--- src/rtl/axis_coef_unpack.sv ---
// rtl/axis_coef_unpack.sv - unpacks 64-bit stream beats into 32-bit coefficients
// Holds one beat, emits its lower then (if kept) upper half, and tracks packet index, length and format errors.
module axis_coef_unpack #(
  parameter int N_COEF = 20
) (
  input  logic        iSYS_CLK,
  input  logic        iSYS_RST,
  input  logic        iS_AXIS_TVALID,
  output logic        oS_AXIS_TREADY,
  input  logic [63:0] iS_AXIS_TDATA,
  input  logic [7:0]  iS_AXIS_TKEEP,
  input  logic        iS_AXIS_TLAST,
  output logic        oCOEF_VALID,
  input  logic        iCOEF_READY,
  output logic [31:0] oCOEF_DATA,
  output logic        oCOEF_LAST,
  output logic [15:0] oCOEF_IDX,
  output logic        oPKT_DONE,
  output logic        oERR_LEN,
  output logic        oERR_FMT,
  input  logic        iERR_CLR
);

  typedef enum logic [1:0] {EMPTY, EMIT_LO, EMIT_HI} state_t;

  state_t      state;
  state_t      stateNext;
  logic [63:0] holdData;
  logic        holdHiValid;
  logic        holdLast;
  logic [15:0] coefIdx;
  logic [16:0] coefCount;
  logic        pktDone;
  logic        errLen;
  logic        errFmt;
  logic        finalOfBeat;
  logic        beatHs;
  logic        coefHs;
  logic        keepHi;
  logic        keepBad;
  logic        lenBad;

  assign beatHs  = iS_AXIS_TVALID && oS_AXIS_TREADY;
  assign coefHs  = oCOEF_VALID && iCOEF_READY;
  assign keepHi  = |iS_AXIS_TKEEP[7:4];
  assign keepBad = (iS_AXIS_TKEEP != 8'hFF) && (iS_AXIS_TKEEP != 8'h0F);
  // coefCount holds the coefficients already accepted, so the closing one adds 1
  assign lenBad  = (coefCount + 17'd1) != 17'(N_COEF);

  always_ff @(posedge iSYS_CLK) begin
    if (iSYS_RST) begin
      state <= EMPTY;
    end else begin
      state <= stateNext;
    end
  end

  always_comb begin
    stateNext = state;
    case (state)
      EMPTY: begin
        if (beatHs) stateNext = EMIT_LO;
      end
      EMIT_LO: begin
        if (coefHs) begin
          if (holdHiValid)  stateNext = EMIT_HI;
          else if (beatHs)  stateNext = EMIT_LO;
          else              stateNext = EMPTY;
        end
      end
      EMIT_HI: begin
        if (coefHs) stateNext = beatHs ? EMIT_LO : EMPTY;
      end
      default: stateNext = EMPTY;
    endcase
  end

  always_comb begin
    finalOfBeat    = (state == EMIT_HI) || ((state == EMIT_LO) && !holdHiValid);
    oCOEF_VALID    = (state != EMPTY);
    // a new beat may land in the same cycle the held beat's last half leaves
    oS_AXIS_TREADY = !iSYS_RST && ((state == EMPTY) || (finalOfBeat && iCOEF_READY));
    oCOEF_DATA     = (state == EMIT_HI) ? holdData[63:32] : holdData[31:0];
    oCOEF_LAST     = holdLast && finalOfBeat;
    oCOEF_IDX      = coefIdx;
    oPKT_DONE      = pktDone;
    oERR_LEN       = errLen;
    oERR_FMT       = errFmt;
  end

  always_ff @(posedge iSYS_CLK) begin
    if (iSYS_RST) begin
      holdData    <= '0;
      holdHiValid <= 1'b0;
      holdLast    <= 1'b0;
    end else if (beatHs) begin
      holdData    <= iS_AXIS_TDATA;
      holdHiValid <= keepHi;
      holdLast    <= iS_AXIS_TLAST;
    end
  end

  always_ff @(posedge iSYS_CLK) begin
    if (iSYS_RST) begin
      coefIdx   <= '0;
      coefCount <= '0;
    end else if (coefHs) begin
      if (oCOEF_LAST) begin
        coefIdx   <= '0;
        coefCount <= '0;
      end else begin
        if (coefIdx != 16'hFFFF) coefIdx <= coefIdx + 16'd1;
        if (coefCount != '1)     coefCount <= coefCount + 17'd1;
      end
    end
  end

  // setting an error takes priority over a same-cycle clear
  always_ff @(posedge iSYS_CLK) begin
    if (iSYS_RST) begin
      pktDone <= 1'b0;
      errLen  <= 1'b0;
      errFmt  <= 1'b0;
    end else begin
      pktDone <= coefHs && oCOEF_LAST;
      if (coefHs && oCOEF_LAST && lenBad) errLen <= 1'b1;
      else if (iERR_CLR)                  errLen <= 1'b0;
      if (beatHs && keepBad)              errFmt <= 1'b1;
      else if (iERR_CLR)                  errFmt <= 1'b0;
    end
  end

endmodule

--- config.mk ---
export PLATFORM = sky130hd
export DESIGN_NAME = axis_coef_unpack
export DESIGN_NICKNAME = d
export VERILOG_FILES = /design/src/rtl/axis_coef_unpack.sv
export SDC_FILE = /design/constraint.sdc
export NUM_CORES = 1
export LEC_CHECK = 0
export ABC_AREA = 1
export CAP_MARGIN = 20
export CORE_ASPECT_RATIO = 1.4
export CORE_MARGIN = 2
export CORE_UTILIZATION = 49
export DETAILED_ROUTE_END_ITERATION = 10
export PLACE_DENSITY = 0.93
export SLEW_MARGIN = 40
export SYNTH_ARGS = -nofsm -noshare
export SYNTH_HDL_FRONTEND = slang
export SYNTH_SLANG_ARGS = --single-unit
--- constraint.sdc ---
create_clock -name iSYS_CLK -period 2.9 [get_ports iSYS_CLK]
set_input_delay 0.435 -clock iSYS_CLK [delete_from_list [all_inputs] [get_ports iSYS_CLK]]
set_output_delay 0.435 -clock iSYS_CLK [all_outputs]
set_load 0.05 [all_outputs]
### Yosys cells after proc, flatten, opt, wreduce, memory -nomap -nowiden

Index checks and enable logic that the tools add are counted.

* add/subtract/negate cells: 2
* eq/ne operators: 10
* mux-type cells: 14
* reduce and logical (&&, ||, !) cells: 24

Operator list (count)
* $mux W17: 2
* $mux W16: 2
* $mux W32: 1
* $add A17 B1 Y17 const B: 1
* $ne A17 B17 Y1 const B: 1
* $ne A17 B5 Y1 const B: 1
* $add A16 B1 Y16 const B: 1
* $ne A16 B16 Y1 const B: 1
* $logic_and A1 B1 Y1: 10
* $reduce_bool A2 Y1: 5
* $mux W2: 4
* $ne A8 B4 Y1 const B: 1
* $ne A8 B8 Y1 const B: 1
* $ne A2 B2 Y1 const B: 3
* $pmux W2 S3: 1
* $mux W1: 4
* $reduce_and A2 Y1: 2
* $reduce_or A4 Y1: 1
* $reduce_and A3 Y1: 1
* $eq A2 B1 Y1 const B: 1
* $eq A2 B2 Y1 const B: 1
* $logic_not A1 Y1: 2
* $logic_not A2 Y1: 1
* $logic_or A1 B1 Y1: 2

* register bits after elaboration: 104
* input port bits: 78
* output and inout port bits: 54
* word-level logic and storage cells: 59

### Longest topological paths before layout

Gate-level depths: netlist (run 1).

* depth after elaboration: 11
* gate-level depth with buffers: 16
* depth with buffers taken out: 16

### Least setup slack after synthesis (run 1)

OpenSTA, ideal clock, no wires.

* path type: register to register
* from: reg coefCount[0]
* to: reg errLen, in the netlist oERR_LEN
* setup time: 114 ps
* arrival time: 2079 ps
* data required time: 2786 ps
* slack: 707 ps
* stages on the path, launching flop included: 17
* path buffers: 0
* clock period less this slack: 2193 ps
* path through: dfxtp_1 ha_1 nand2_1 nor2_2 nand2_1 nor4_1 ha_1 inv_1 nand2_1 nor2_1 nand2_1 nor2_1 nand3_1 nor2_1 nand3_1 nand2_1 nand2_1

* word-level cells in the longest chain between the ends: 4
* elaborated cells on any way between the ends: 5
* those cells by class: add/sub (1); eq/ne (1); mux (1); reduce/logical (2)

Ends and longest elaborated chain
* start, declared: line 32 `logic [16:0] coefCount;`
* start signal, assigned: line 113 `if (coefCount != '1) coefCount <= coefCount + 17'd1;`
* $add A17 B1 Y17 (*): line 48 `assign lenBad = (coefCount + 17'd1) != 17'(N_COEF);`
* $ne A17 B5 Y1 (*): line 48
* $logic_and A1 B1 Y1 (*): line 126 `if (coefHs && oCOEF_LAST && lenBad) errLen <= 1'b1;`
* $mux W1 or $reduce_bool A2 Y1 (tied branches)
* end signal, assigned: line 122 `errLen <= 1'b0;`
* end signal, assigned: line 126
* end signal, assigned: line 127 `else if (iERR_CLR) errLen <= 1'b0;`
* end, declared: line 34 `logic errLen;`

Mark *: on every way between the ends. The rest lies on a longest branch, timed or not.
A chain may end at the register's enable or synchronous reset.

### Worst setup path in the final report (run 1)

Ends and elaborated chain as after synthesis.

==> out/results.tsv, run 1 <==
metric	value	unit
FF+latch count, synth	104	
Via-to-Cell Ratio	5.12	
status	completed	
Tcrit/Tclk final	0.857	
cell count after placement	977	
height of the die	122	um
# fillers	853	
worst-skew pair later-pin latency	0.35	ns
worst endpoint data arrival time	2.74	ns
IO Count	132	
Hold WC Path Type	reg2reg	
P&R area growth vs syn	32.5	%
Syn Nets	819	
clk buf depth	2	
clk sinks	104	
Synth Flop Type	dfxtp_1	
postcts setup bufs	0	
multi-input logic area	0.00247	mm^2
WL/cell	12.9	um
static leakage	2.62	nW
Die W	88.3	um
pin count of the biggest net entering global routing	44	
Mean Syn Cell Area	6.61	um^2
final wirelength	12.8	mm
antenna-violating nets left	0	
# hold bufs at CTS	0	
number of distinct library cells after synthesis	31	
Max-Cap Viols	0	
top cells by count, synth	189 x nand2_1, 176 x nor2_1, 104 x dfxtp_1	
reg2reg end	oERR_LEN	
Setup crit end kind	flop	
GP Congestion	0.893	
Final Instance Count excl. Fillers	993	
Initial Utilization	0.498	
GRT Total Usage	0.246	
Synth Warn #	0	
IO buf count	131	
flop-to-flop setup slack	0.42	ns
Worst Hold Path EP	oERR_FMT	
DP Wirelength	9.09	mm
Final Critical Period	2.48	ns
total core area	0.00979	mm^2
f_max	402	MHz
Pins Over Slew Limit	0	
r2r worst-path depth	16	
power per cell area	509	mW/mm^2
root buffer cell	clkbuf_16	
antenna violations before repair	0	
Inserted Clock Buffers	9	
count leader, synth	nand2_1	
EDFF count, synth	0	
FP Rows	43	
leading area contributor after synthesis	dfxtp_1	
Register Area	0.00208	mm^2
PnR worst setup slack	0.415	ns
share of the synthesized area in the top cell type	0.427	
layout cells sized above 1	0.0886	
CP required	3.16	ns
Final Hold Vio Count	0	
Reg clk slew, reported paths	0.07	ns
drt drc	0	
hold_sp	oERR_FMT	
vias in the first global route	4800	
CP Class	reg2reg	
main area contributors after synthesis	dfxtp_1 43%, nand2_1 15%, nor2_1 14%, o21ai_0 6.8%, nand3_1 3.5%	
RSZ-0062 raised after global routing	no	
CTS tree	yes	
die area	0.0108	mm^2
total power	3.29	mW
asr flop ratio synth	0	
Setup Skew	0.00548	ns
Antenna Cells	0	
vias	5087	
Post-CTS Resized	0	
Post-Syn Instances	737	
number of iterations in the first detailed-routing pass	4	
final setup fails	0	
first-pass GRT wire length	21.0	mm
post-synthesis sequential area ratio	0.427	
Overflow after GRT	0	
Critical R2R Launch	coefCount[0]	
hold depth	2	
Peak VDD IR	0.287	mV
Slew HR	0.652	
crit-path max FO	7	
Total Nets Final	935	
Worst setup SP type	flop	
pre-CTS WS	0.447	ns
Worst-Margin Slew	0.521	ns
Post-Syn Area	0.00487	mm^2
maximum level of the CTS H-tree	3	
initial DRC count	281	
setup_tns	0	ns
-- cells in the final DEF, fill, tap and decap left out, types with 5 or more instances in the layout --
cell type / synthesis / routed
xor2_1: 5 / 5
xnor2_1: 6 / 6
nor3_1: 9 / 9
o21ai_0: 66 / 66
nor2_1: 176 / 176
nand2_1: 189 / 188
clkbuf_16: 0 / 9
buf_4: 6 / 42
nand4_1: 10 / 10
o21ai_1: 9 / 9
a21oi_1: 31 / 31
inv_2: 6 / 6
inv_1: 35 / 35
nand3_1: 34 / 34
dfxtp_1: 104 / 104
clkdlybuf4s50_1: 0 / 97
-- metal layers --
layer,GRT usage,vias up,wire length [um]
li1,-,2570,-
met1,0.276,2284,5070
met2,0.422,177,6310
met3,0.0413,56,701
met4,0.158,0,716
met5,0,-,0
-- power breakdown --
part / internal, mW / switching, mW
Combinational: 0.234 / 0.365
Clock: 0.591 / 0.560
Sequential: 1.50 / 0.0392
Total: 2.33 / 0.965
-- worst max path at each step --
stage                       from       end  depth (start not counted)
floorplan           coefCount[0]  oERR_LEN                         16
global placement    coefCount[0]  oERR_LEN                         16
detailed placement  coefCount[0]  oERR_LEN                         16
CTS                 coefCount[0]  oERR_LEN                         16
global route        coefCount[0]  oERR_LEN                         16
finish              coefCount[0]  oERR_LEN                         16
-- worst max-delay path, cell delays in order (launching register included) --
cell     delay (ns)
dfxtp_1        0.43
ha_1           0.25
nand2_1        0.12
nor2_2         0.28
nand2_1        0.13
nor4_1         0.20
ha_1           0.29
inv_1          0.06
nand2_1        0.04
nor2_1         0.09
nand2_1        0.05
nor2_1         0.09
nand3_1        0.09
nor2_1         0.08
nand3_1        0.07
nand2_1        0.06
nand2_1        0.04
-- area by class of cell --
class,instances,share of cell area
inverter,41,0.0238
tap,135,0.0261
clock inverter,7,0.00833
sequential,104,0.322
clock buffer,9,0.0349
multi-input combinational,557,0.382
timing repair buffer,140,0.202
-- cells by family (layout without fill, tap and decap cells) --
| family | Yosys count | in the layout | share of synthesized area |
|---|---|---|---|
| AOI/OAI and AO/OA | 109 | 109 | 0.113 |
| DFF | 104 | 104 | 0.427 |
| buffers and inverters | 76 | 197 | 0.0667 |
| and+or+nand+nor | 433 | 433 | 0.363 |
| xor gates and xnor gates | 11 | 11 | 0.0198 |
| adders and majority gates | 4 | 4 | 0.0103 |
-- stage by stage --
step / util / hold WS, ns / area (um^2)
2_1_floorplan: - / 0.443 / 4870
3_3_place_gp: 0.631 / 0.450 / 6180
3_5_place_dp: 0.631 / 0.464 / 6180
4_1_cts: 0.660 / 0.472 / 6460
5_1_grt: 0.660 / 0.500 / 6460
6_report: 0.660 / 0.468 / 6460
-- registers in the layout, summed over array words and instances (netlist names) --
signal / cells
oPKT_DONE: 1
oCOEF_IDX: 16
coefCount: 17
holdHiValid: 1
oERR_LEN: 1
state: 2
holdLast: 1
oERR_FMT: 1
holdData: 64
(Power assumes the default switching activity.)
==> run 2: changes to the inputs <==
--- a/config.mk
+++ b/config.mk
@@ -8,9 +8,10 @@
 export ABC_AREA = 1
 export CAP_MARGIN = 20
 export CORE_ASPECT_RATIO = 1.4
-export CORE_MARGIN = 2
+export CORE_MARGIN = 5
 export CORE_UTILIZATION = 49
 export DETAILED_ROUTE_END_ITERATION = 10
+export MAX_ROUTING_LAYER = met4
 export PLACE_DENSITY = 0.93
 export SLEW_MARGIN = 40
 export SYNTH_ARGS = -nofsm -noshare
==> constraint.sdc (replaced) <==
create_clock -name iSYS_CLK -period 2.7 [get_ports iSYS_CLK]
set_input_delay 0.405 -clock iSYS_CLK [delete_from_list [all_inputs] [get_ports iSYS_CLK]]
set_output_delay 0.405 -clock iSYS_CLK [all_outputs]
set_load 0.05 [all_outputs]
==> out/results.tsv, run 2 (same netlist as run 1, synthesis figures left out) <==
metric	value	unit	change
Overflow after GRT	0		unchanged
Worst setup SP type	flop		unchanged
clk buf depth	2		unchanged
Post-CTS Resized	0		unchanged
Peak VDD IR	0.422	mV	was 0.287 mV
design area	0.00653	mm^2	was 0.00646 mm^2
drt drc	0		unchanged
GRT Total Usage	0.224		was 0.246
worst-skew pair later-pin latency	0.35	ns	about the same
RSZ-0062 raised after global routing	no		unchanged
first-pass GRT wire length	21.1	mm	was 21.0 mm
Max-Cap Viols	0		unchanged
cell count after placement	979		was 977
WL/cell	13.1	um	was 12.9 um
# hold bufs at CTS	0		unchanged
P&R area growth vs syn	34.0	%	was 32.5%
layout cells sized above 1	0.0907		was 0.0886
CTS tree	yes		unchanged
Slowest-stage cell, CP	dfxtp_1		unchanged
CP Cell Sequence	inv_1 -> or2_1 -> inv_1 -> buf_12 -> nand2_1 -> nand2_1 -> buf_4		was ha_1 -> nand2_1 -> nor2_2 -> nand2_1 -> nor4_1 -> ha_1 -> inv_1 -> nand2_1 -> nor2_1 -> nand2_1 -> nor2_1 -> nand3_1 -> nor2_1 -> nand3_1 -> nand2_1 -> nand2_1
Setup Skew	0.00865	ns	was 0.00548 ns
flop-to-flop setup slack	0.43	ns	was 0.42 ns
antenna violations before repair	0		unchanged
Die W	94.3	um	was 88.3 um
Final Critical Period	2.28	ns	
crit path capture	oCOEF_DATA[10]		was oERR_LEN
die area	0.0121	mm^2	was 0.0108 mm^2
CP Launch Point	state[1]		was coefCount[0]
crit-path max FO	24		was 7
Hold WC Path Type	reg2reg		unchanged
Critical R2R Launch	coefCount[0]		unchanged
FP Rows	43		unchanged
r2r worst-path depth	16		unchanged
Tcrit/Tclk final	0.843		
status	completed		unchanged
Setup crit end kind	output port		was flop
pin count of the biggest net entering global routing	53		was 44
number of iterations in the first detailed-routing pass	5		was 4
CP required	2.30	ns	was 3.16 ns
Post-DP Area	0.00622	mm^2	was 0.00618 mm^2
setup_tns	0	ns	unchanged
static leakage	2.65	nW	was 2.62 nW
f_max	439	MHz	
vias	5011		was 5087
final setup fails	0		unchanged
final wirelength	13.0	mm	was 12.8 mm
worst endpoint data arrival time	1.87	ns	was 2.74 ns
Via-to-Cell Ratio	5.04		was 5.12
utilization after layout	0.664		was 0.660
GP Congestion	0.932		was 0.893
initial DRC count	218		was 281
reg2reg end	oERR_LEN		unchanged
Reg clk slew, reported paths	0.07	ns	about the same
Antenna Cells	0		unchanged
IO Count	132		unchanged
total core area	0.00985	mm^2	was 0.00979 mm^2
DP Wirelength	9.38	mm	was 9.09 mm
Max stage delay on crit path	0.33	ns	was 0.43 ns
Slew HR	0.652		about the same
postcts setup bufs	0		unchanged
root buffer cell	clkbuf_16		unchanged
Biggest register	holdData		unchanged
Total Nets Final	937		was 935
power per cell area	560	mW/mm^2	was 509 mW/mm^2
max reg flops	64		unchanged
IO buf count	131		unchanged
Pins Over Slew Limit	0		unchanged
Initial Utilization	0.495		was 0.498
most frequent cells in the layout	188 x nand2_1, 176 x nor2_1, 104 x dfxtp_1		unchanged
height of the die	128	um	was 122 um
clk sinks	104		unchanged
CP Class	reg2out		was reg2reg
Final Instance Count excl. Fillers	995		was 993
most common cell after layout, fill and taps aside	nand2_1		unchanged
antenna-violating nets left	0		unchanged
vias in the first global route	4635		was 4800
maximum level of the CTS H-tree	3		unchanged
Worst-Margin Slew	0.521	ns	about the same
Inserted Clock Buffers	9		unchanged
Final Hold Vio Count	0		unchanged
-- run 2: cell types whose count changed in the layout (fill, tap and decap cells not counted), sizes merged --
cell / delta
buf: +2
clkbuf: +1
clkinv: -2
bufinv: +1
-- run 2: routing by layer --
| metal | up-vias | part of all wire | track usage |
|---|---|---|---|
| met2 | 146 | 0.51 | 0.383 |
| met1 | 2247 | 0.40 | 0.258 |
| met3 | 34 | 0.053 | 0.0358 |
| met5 | - | 0 | - |
| met4 | 0 | 0.036 | 0.0969 |
| li1 | 2584 | - | - |
-- run 2: report_power, final --
part	internal (mW)	leakage [nW]	total (mW)	switching [mW]
Clock	0.757	0.148	1.36	0.599
Sequential	1.61	0.850	1.65	0.0421
Combinational	0.257	1.66	0.649	0.392
-- run 2: critical path: cells and delay by family, from the launching register on --
family | cells | cell delay, ns
buffers and inverters | 4 | 0.81
AND/OR/NAND/NOR | 3 | 0.37
flip-flops | 1 | 0.33
-- run 2: how the worst min path moves through the flow --
stage	slack [ns]	startpoint	to	depth (start not counted)
detailed placement	0.46	coefCount[16]	coefCount[16]	2
global placement	0.45	oERR_FMT	oERR_FMT	2
global route	0.51	holdData[54]	holdData[54]	2
CTS	0.48	oERR_FMT	oERR_FMT	2
floorplan	0.44	coefCount[16]	coefCount[16]	2
finish	0.47	oERR_FMT	oERR_FMT	2
-- run 2: cell type report --
cell class	instances	area, um^2
Timing Repair Buffer	142	1350
Clock buffer	10	239
Clock inverter	6	73.8
Inverter	41	154
Multi-Input combinational cell	557	2470
Sequential cell	104	2080
Fill cell	825	3310
Tap cell	135	169
-- run 2: stage by stage --
step	total power [mW]	hold slack, ns	setup slack, ns
global route	3.82	0.506	0.190
detailed placement	2.34	0.465	0.428
CTS	3.69	0.478	0.417
finish	3.66	0.472	0.423
floorplan	2.08	0.443	0.507
global placement	2.32	0.451	0.524
==> run 3: changes to the inputs <==
==> constraint.sdc (replaced) <==
create_clock -name iSYS_CLK -period 2.3 [get_ports iSYS_CLK]
set_input_delay 0.345 -clock iSYS_CLK [delete_from_list [all_inputs] [get_ports iSYS_CLK]]
set_output_delay 0.345 -clock iSYS_CLK [all_outputs]
set_load 0.05 [all_outputs]
==> out/results.tsv, run 3 (same netlist as run 1, synthesis figures left out) <==
metric	value	unit	change
status	completed		unchanged
DP Wirelength	9.48	mm	was 9.38 mm
Pins Over Slew Limit	0		unchanged
Total Nets Final	940		was 937
f_max	465	MHz	
postcts setup bufs	0		unchanged
static leakage	2.67	nW	was 2.65 nW
Final Hold Vio Count	0		unchanged
layout cells sized above 1	0.0940		was 0.0907
most common cell after layout, fill and taps aside	nand2_1		unchanged
IO Count	132		unchanged
Max stage delay on crit path	0.34	ns	was 0.33 ns
CP required	1.96	ns	was 2.30 ns
Hold WC Path Type	reg2reg		unchanged
drt drc	0		unchanged
Inserted Clock Buffers	9		unchanged
power per cell area	647	mW/mm^2	was 560 mW/mm^2
P&R area growth vs syn	34.7	%	was 34.0%
Die W	94.3	um	unchanged
CP Cell Sequence	inv_1 -> or2_1 -> inv_1 -> buf_6 -> nand2_1 -> nand2_1 -> buf_4		was inv_1 -> or2_1 -> inv_1 -> buf_12 -> nand2_1 -> nand2_1 -> buf_4
crit-path max FO	22		was 24
IO buf count	131		unchanged
height of the die	128	um	unchanged
final setup fails	0		unchanged
Initial Utilization	0.495		unchanged
final wirelength	13.3	mm	was 13.0 mm
WHS	0.470	ns	was 0.472 ns
max reg flops	64		unchanged
WL/cell	13.4	um	was 13.1 um
Overflow after GRT	0		unchanged
Peak VDD IR	0.408	mV	was 0.422 mV
root buffer cell	clkbuf_16		unchanged
clk sinks	104		unchanged
cell count after placement	982		was 979
antenna violations before repair	0		unchanged
Antenna Cells	0		unchanged
die area	0.0121	mm^2	unchanged
initial DRC count	254		was 218
CP Class	reg2out		unchanged
maximum level of the CTS H-tree	3		unchanged
Post-DP Area	0.00624	mm^2	was 0.00622 mm^2
worst-skew pair later-pin latency	0.34	ns	was 0.35 ns
Final Instance Count excl. Fillers	997		was 995
Slowest-stage cell, CP	or2_1		was dfxtp_1
clk buf depth	2		unchanged
multi-input logic area	0.00249	mm^2	was 0.00247 mm^2
Tcrit/Tclk final	0.934		
vias	5073		was 5011
GRT Total Usage	0.230		was 0.224
Register Area	0.00208	mm^2	unchanged
Biggest register	holdData		unchanged
FP Rows	43		unchanged
# fillers	829		was 825
worst endpoint data arrival time	1.80	ns	was 1.87 ns
Final Critical Period	2.15	ns	
total core area	0.00985	mm^2	unchanged
Reg clk slew, reported paths	0.07	ns	about the same
most frequent cells in the layout	188 x nand2_1, 176 x nor2_1, 104 x dfxtp_1		unchanged
utilization after layout	0.667		was 0.664
antenna-violating nets left	0		unchanged
number of iterations in the first detailed-routing pass	4		was 5
CTS tree	yes		unchanged
Worst-Margin Slew	0.553	ns	was 0.521 ns
Via-to-Cell Ratio	5.09		was 5.04
Slew HR	0.630		was 0.652
GP Congestion	0.981		was 0.932
Setup Skew	0.00722	ns	was 0.00865 ns
vias in the first global route	4761		was 4635
Worst setup SP type	flop		unchanged
design area	0.00657	mm^2	was 0.00653 mm^2
Max-Cap Viols	0		unchanged
Setup crit end kind	output port		unchanged
pin count of the biggest net entering global routing	71		was 53
first-pass GRT wire length	21.7	mm	was 21.1 mm
==> run 3: power by group <==
group | internal, mW | total (mW) | leakage [nW] | switching (mW)
combinational | 0.305 | 0.769 | 1.68 | 0.463
sequential | 1.89 | 1.94 | 0.850 | 0.0492
clock | 0.872 | 1.54 | 0.142 | 0.664
total | 3.07 | 4.25 | 2.67 | 1.18
==> run 3: timing repair <==
action | CTS | global route
hold buffers | 0 | 0
resized for setup | 0 | 5
endpoints found under the setup margin | 0 | 34
==> run 3: worst max-delay path, delay by kind of cell, from the launching register on <==
| family | cells | cell delay, ns |
|---|---|---|
| DFF | 1 | 0.33 |
| buffers and inverters | 4 | 0.62 |
| and+or+nand+nor | 3 | 0.50 |
==> run 3: cell type report <==
class                           instances  area share
Multi-Input combinational cell        557       0.379
Inverter                               41      0.0234
Tap cell                              135      0.0257
Clock buffer                           11      0.0370
Clock inverter                          4     0.00838
Timing Repair Buffer                  145       0.210
Sequential cell                       104       0.317
==> run 3: path summary, 6_finish.rpt <==
kind | start | to | slack, ns | cells after the start
worst max register to register | coefCount[0] | oERR_LEN | 0.21 | 16
worst min register to register | oERR_FMT | oERR_FMT | 0.47 | 2
worst max-delay path | state[1] | oCOEF_DATA[2] | 0.15 | 7
worst min-delay path | oERR_FMT | oERR_FMT | 0.47 | 2
==> run 3: routing by layer <==
metal  wire [um]  part of all wire  vias up  track usage
li1            -                 -     2589            -
met1        5330              0.40     2297        0.264
met2        6840              0.51      158        0.398
met3         736             0.055       29       0.0370
met4         408             0.031        0       0.0893
met5           0                 0        -            -
==> run 3: stage by stage <==
stage          TNS [ns]  setup slack (ns)  total power, mW
5_1_grt         -0.0204           -0.0204             4.42
4_1_cts               0            0.0754             4.26
2_1_floorplan         0             0.107             2.44
3_5_place_dp          0             0.151             2.75
6_report              0             0.151             4.25
3_3_place_gp          0             0.246             2.73
